==> config.mk <==
export PLATFORM = sky130hd
export DESIGN_NAME = shift_unit
export DESIGN_NICKNAME = d
export VERILOG_FILES = /design/src/rtl/shift_unit.sv
export SDC_FILE = /design/constraint.sdc
export NUM_CORES = 1
export LEC_CHECK = 0
export BUFFER_PORTS_ARGS = -buffer_cell sky130_fd_sc_hd__buf_2
export CORE_ASPECT_RATIO = 0.8
export CORE_MARGIN = 2
export CORE_UTILIZATION = 35
export DETAILED_ROUTE_END_ITERATION = 10
export PLACE_DENSITY_LB_ADDON = 0.12
export SLEW_MARGIN = 20
export SYNTH_ARGS = -nofsm -noshare
export SYNTH_HDL_FRONTEND = slang
export SYNTH_SLANG_ARGS = --single-unit
export TNS_END_PERCENT = 30
==> constraint.sdc <==
create_clock -name clk -period 2.4 [get_ports clk]
set_clock_uncertainty 0.1 [all_clocks]
set_input_delay 0.48 -clock clk [delete_from_list [all_inputs] [get_ports clk]]
set_output_delay 0.48 -clock clk [all_outputs]
set_load 0.05 [all_outputs]
==> src/rtl/shift_unit.sv <==
// Two-stage MOV/LSL/ASR/ROR unit with valid/ready flow control.
// Optional sign/zero result flags under SHIFT_FLAGS_EN.
module shl32 (
  input  logic [31:0] a,
  input  logic [4:0]  amt,
  output logic [31:0] y
);
  assign y = a << amt;
endmodule

module asr32 (
  input  logic [31:0] a,
  input  logic [4:0]  amt,
  output logic [31:0] y
);
  assign y = $unsigned($signed(a) >>> amt);
endmodule

module ror32 (
  input  logic [31:0] a,
  input  logic [4:0]  amt,
  output logic [31:0] y
);
  logic [63:0] dbl;
  assign dbl = {a, a} >> amt;
  assign y   = dbl[31:0];
endmodule

module shift_unit (
  input  logic        clk,
  input  logic        rst_n,
  input  logic        flush,
  input  logic        in_valid,
  output logic        in_ready,
  input  logic [1:0]  op,
  input  logic [31:0] value,
  input  logic [31:0] shcnt,
  input  logic [3:0]  dst,
  output logic        out_valid,
  input  logic        out_ready,
  output logic [31:0] res,
  output logic [3:0]  out_dst
`ifdef SHIFT_FLAGS_EN
  ,
  output logic        res_n,
  output logic        res_z
`endif
);

  typedef enum logic [1:0] {
    OP_MOV = 2'b00,
    OP_LSL = 2'b01,
    OP_ASR = 2'b10,
    OP_ROR = 2'b11
  } op_e;

  op_e         s1_op;
  logic [31:0] s1_value;
  logic [4:0]  s1_cnt;
  logic [3:0]  s1_dst;
  logic        s1_valid;
  logic        s2_valid;

  logic        s1_adv;
  logic        accept;
  logic [31:0] lsl_y;
  logic [31:0] asr_y;
  logic [31:0] ror_y;
  logic [31:0] res_d;
  logic        unused_shcnt;

  // only the low five bits select the amount: counts wrap modulo 32
  assign unused_shcnt = ^shcnt[31:5];

  assign s1_adv    = s1_valid & (~s2_valid | out_ready);
  assign in_ready  = ~s1_valid | s1_adv;
  assign accept    = in_valid & in_ready;
  assign out_valid = s2_valid;

  shl32 u_lsl (.a(s1_value), .amt(s1_cnt), .y(lsl_y));
  asr32 u_asr (.a(s1_value), .amt(s1_cnt), .y(asr_y));
  ror32 u_ror (.a(s1_value), .amt(s1_cnt), .y(ror_y));

  always_comb begin
    res_d = s1_value;
    unique case (s1_op)
      OP_MOV: res_d = s1_value;
      OP_LSL: res_d = lsl_y;
      OP_ASR: res_d = asr_y;
      OP_ROR: res_d = ror_y;
    endcase
  end

  always_ff @(posedge clk or negedge rst_n) begin
    if (!rst_n) begin
      s1_valid <= 1'b0;
      s1_op    <= OP_MOV;
      s1_value <= '0;
      s1_cnt   <= '0;
      s1_dst   <= '0;
    end else begin
      if (flush)
        s1_valid <= 1'b0;
      else if (accept)
        s1_valid <= 1'b1;
      else if (s1_adv)
        s1_valid <= 1'b0;
      if (accept && !flush) begin
        s1_op    <= op_e'(op);
        s1_value <= value;
        s1_cnt   <= shcnt[4:0];
        s1_dst   <= dst;
      end
    end
  end

  always_ff @(posedge clk or negedge rst_n) begin
    if (!rst_n) begin
      s2_valid <= 1'b0;
      res      <= '0;
      out_dst  <= '0;
`ifdef SHIFT_FLAGS_EN
      res_n    <= 1'b0;
      res_z    <= 1'b0;
`endif
    end else begin
      if (flush)
        s2_valid <= 1'b0;
      else if (s1_adv)
        s2_valid <= 1'b1;
      else if (out_ready)
        s2_valid <= 1'b0;
      if (s1_adv && !flush) begin
        res     <= res_d;
        out_dst <= s1_dst;
`ifdef SHIFT_FLAGS_EN
        res_n   <= res_d[31];
        res_z   <= (res_d == 32'd0);
`endif
      end
    end
  end

endmodule

==> results.py <==
metrics = {
    "sta": {
        "period_minus_slack_ps": 2640,
        "tightest_slew_ps": 623,
        "maxSlewHeadroom": 0.581,
        "max_freq_mhz": 379,
        "setup_viol": 32,
        "hold_viol": 0,
        "rsz0062_at_grt": "yes",
        "drv_slew": 0,
        "setup_ws_ps": -236,
        "period_share": 1.10,
    },
    "cts": {
        "cts.htree.levels": 3,
        "cts_buffer_depth": 2,
        "cts_buffers": 9,
        "clock_sinks": 81,
        "cts_tree": "yes",
        "clk_pin_slew_ps": 70,
        "clk_root_buffer_cell": "clkbuf_16",
        "worstSkewPairLatency_ps": 370,
    },
    "route": {
        "dr_total_vias": 10400,
        "wire_per_inst_microns": 28.5,
        "ant_nets": 0,
        "firstDrtPassIters": 5,
        "wirelength_microns": 48000,
        "drt_iter0_markers": 1270,
        "drc": 0,
        "vias_per_cell": 6.19,
    },
    "placement": {
        "dp_cells": 1643,
        "dpl.hpwl_microns": 37600,
        "gp_congestion": 1.02,
        "portBuffers": 85,
        "placed_area_sq_mm": 0.0121,
    },
    "finish": {
        "fin_util": 0.544,
        "nNetsFinal": 1432,
        "diodes": 0,
        "area_growth_pct": 53.9,
        "nFillCells": 2360,
        "drive_above_1_share": 0.571,
        "fin_cells": 1686,
        "fin_area_sq_mm": 0.0137,
        "multiInputGateArea_sq_mm": 0.00708,
        "seqCellArea_sq_mm": 0.00204,
    },
    "worst_setup_path": {
        "reg2reg_to": "res[20]$_DFFE_PN0P_",
        "reg2reg_depth": 7,
        "rrSetupSlack_ps": -240,
        "cp_slowest_cell": "mux4_2",
        "crit_family": "multiplexers",
        "crit_chain": "buf_12, buf_12, mux4_2, mux2_4, mux2_4, a221oi_4, o21ai_1",
        "cp-end-kind": "flop",
        "crit_path_max_fanout": 8,
        "path_buf_inv": 2,
        "slowest_delay_ps": 540,
        "r2r-start": "s1_cnt[1]$_DFFE_PN0P_",
        "critPathKind": "flop to flop",
        "crit_arrival_ps": 2780,
        "crit_required_ps": 2550,
        "crit_path_start_kind": "flop",
    },
    "synthesis": {
        "avgSynthCellArea_sq_um": 9.02,
        "ys.warnings.count": 0,
        "synthCells": 987,
        "synth_seq_cells": 81,
        "yosysUniqueCellTypes": 83,
        "synth_enable_flop_cells": 0,
        "synthArstFlopShare": 1.00,
        "synth_nets": 1062,
        "syn_area_sq_mm": 0.00890,
        "seq_area_frac_synth": 0.228,
        "synthFlopType": "dfrtp_1",
    },
    "pwr": {
        "powerDensity_mw_per_mm2": 894,
        "power_mw": 12.3,
        "leakage_nw": 5.92,
        "vdd_drop_max_mv": 0.504,
    },
    "flow_run": {
        "cap_violations": 0,
    },
    "die": {
        "die_x_microns": 182,
        "std_cell_rows": 52,
        "io_pins": 113,
        "dieArea_sq_mm": 0.0267,
        "initial_utilization": 0.354,
        "die_h_microns": 147,
        "core_sq_mm": 0.0252,
    },
    "grt": {
        "grtUsageTotal": 0.360,
        "grt_pass1_vias": 10100,
        "antenna_found_initial": 0,
        "grt_max_degree": 40,
        "grt_overflow": 0,
        "grt_pass1_wl_microns": 69700,
    },
    "min_path": {
        "hp-class": "input pin to flop",
        "hp-start": "value[26]",
        "holdPathEnd": "s1_value[26]$_DFFE_PN0P_",
        "holdPathStages": 2,
    },
    "status": {
        "failed_checks": "negative setup slack",
        "status": "complete, but fails checks",
    },
}
==> synthesized netlist by cell type (all sizes together) (28+ instances only) <==
library cell  instances  area, sq um
dfrtp                81         2030
mux2i                75          751
a21oi                46          230
mux2                 93         1060
nor2                 66          248
clkbuf               66          248
nor3                 28          140
buf                  56          407
nand2               116          435
nand3                33          165
mux4                 49         1110
o21ai                33          165
==> state kept, by name, summed over array words and instances, names as in the netlist <==
register / count
res: 32
s1_value: 32
s1_cnt: 5
out_dst: 4
s1_dst: 4
s1_op: 2
out_valid: 1
s1_valid: 1
==> per-stage QoR <==
stage | hold slack (ps) | worst slack (ps) | TNS [ps]
2_1_floorplan | 84.4 | 2.46 | 0
3_3_place_gp | 331 | -726 | -8170
3_5_place_dp | 336 | -600 | -7950
4_1_cts | 227 | -191 | -4010
5_1_grt | 230 | -275 | -5630
6_report | 239 | -236 | -4120
==> cell families after synthesis <==
kind of cell           share of synthesized area
muxes                                      0.328
buffers and inverters                     0.0769
AOI/OAI and AO/OA                          0.208
DFF                                        0.228
and+or+nand+nor                            0.160
==> worst reg2reg max path, stage by stage (launching register included) <==
cell and delay, ps:
dfrtp_4 500, buf_12 150, buf_12 140, mux4_2 540, mux2_4 340, mux2_4 320, a221oi_4 330, o21ai_1 100
==> power breakdown <==
| group | total, mW | switching [mW] | leakage, nW | internal (mW) |
|---|---|---|---|---|
| clock network | 1.59 | 0.660 | 0.160 | 0.929 |
| registers | 2.07 | 0.376 | 0.957 | 1.69 |
| logic | 8.60 | 4.82 | 4.81 | 3.78 |
| total | 12.3 | 5.85 | 5.92 | 6.40 |
==> layer usage <==
layer  share of wire  track usage  vias up
met5               0            0        -
met4           0.049        0.163        0
met3            0.10        0.103      117
met2            0.41        0.504      600
met1            0.44        0.513     5183
li1                -            -     4529
==> placed cells by master, fill, tap and decap left out, types with 14 or more instances in the layout <==
| master | Yosys | layout |
|---|---|---|
| o211ai_1 | 16 | 16 |
| mux2_4 | 4 | 14 |
| dfrtp_1 | 81 | 76 |
| mux4_2 | 48 | 48 |
| o21ai_0 | 21 | 19 |
| buf_6 | 12 | 25 |
| buf_12 | 1 | 17 |
| mux2i_1 | 75 | 59 |
| nor2_1 | 66 | 60 |
| nand2_1 | 116 | 106 |
| buf_2 | 27 | 84 |
| nor3_1 | 28 | 20 |
| buf_4 | 12 | 348 |
| nand3_1 | 33 | 31 |
| mux2_2 | 83 | 76 |
| a21oi_1 | 46 | 36 |
==> final cells by class <==
class | instances | area share
multi-input combinational | 776 | 0.517
inverter | 8 | 0.00292
clock buffer | 10 | 0.0167
timing repair buffer | 481 | 0.278
tap | 324 | 0.0296
sequential | 81 | 0.149
clock inverter | 6 | 0.00712
==> how the worst max path moves through the flow <==
stage / startpoint / endpoint / cells after the start
2_1_floorplan: out_valid$_DFFE_PN0P_ / s1_cnt[0]$_DFFE_PN0P_ / 5
3_3_place_gp: s1_cnt[1]$_DFFE_PN0P_ / res[23]$_DFFE_PN0P_ / 9
3_5_place_dp: s1_cnt[1]$_DFFE_PN0P_ / res[23]$_DFFE_PN0P_ / 9
4_1_cts: s1_cnt[2]$_DFFE_PN0P_ / res[28]$_DFFE_PN0P_ / 8
5_1_grt: s1_cnt[1]$_DFFE_PN0P_ / res[20]$_DFFE_PN0P_ / 7
6_report: s1_cnt[1]$_DFFE_PN0P_ / res[20]$_DFFE_PN0P_ / 7
==> what timing repair did <==
action,in CTS,in global routing
setup endpoints to repair,32,32
pin swaps,42,33
cloned,4,1
resized for setup,136,75
endpoints found under the hold margin,27,0
hold buffers,1,0
buffers inserted,17,14
(Power assumes the default switching activity.)
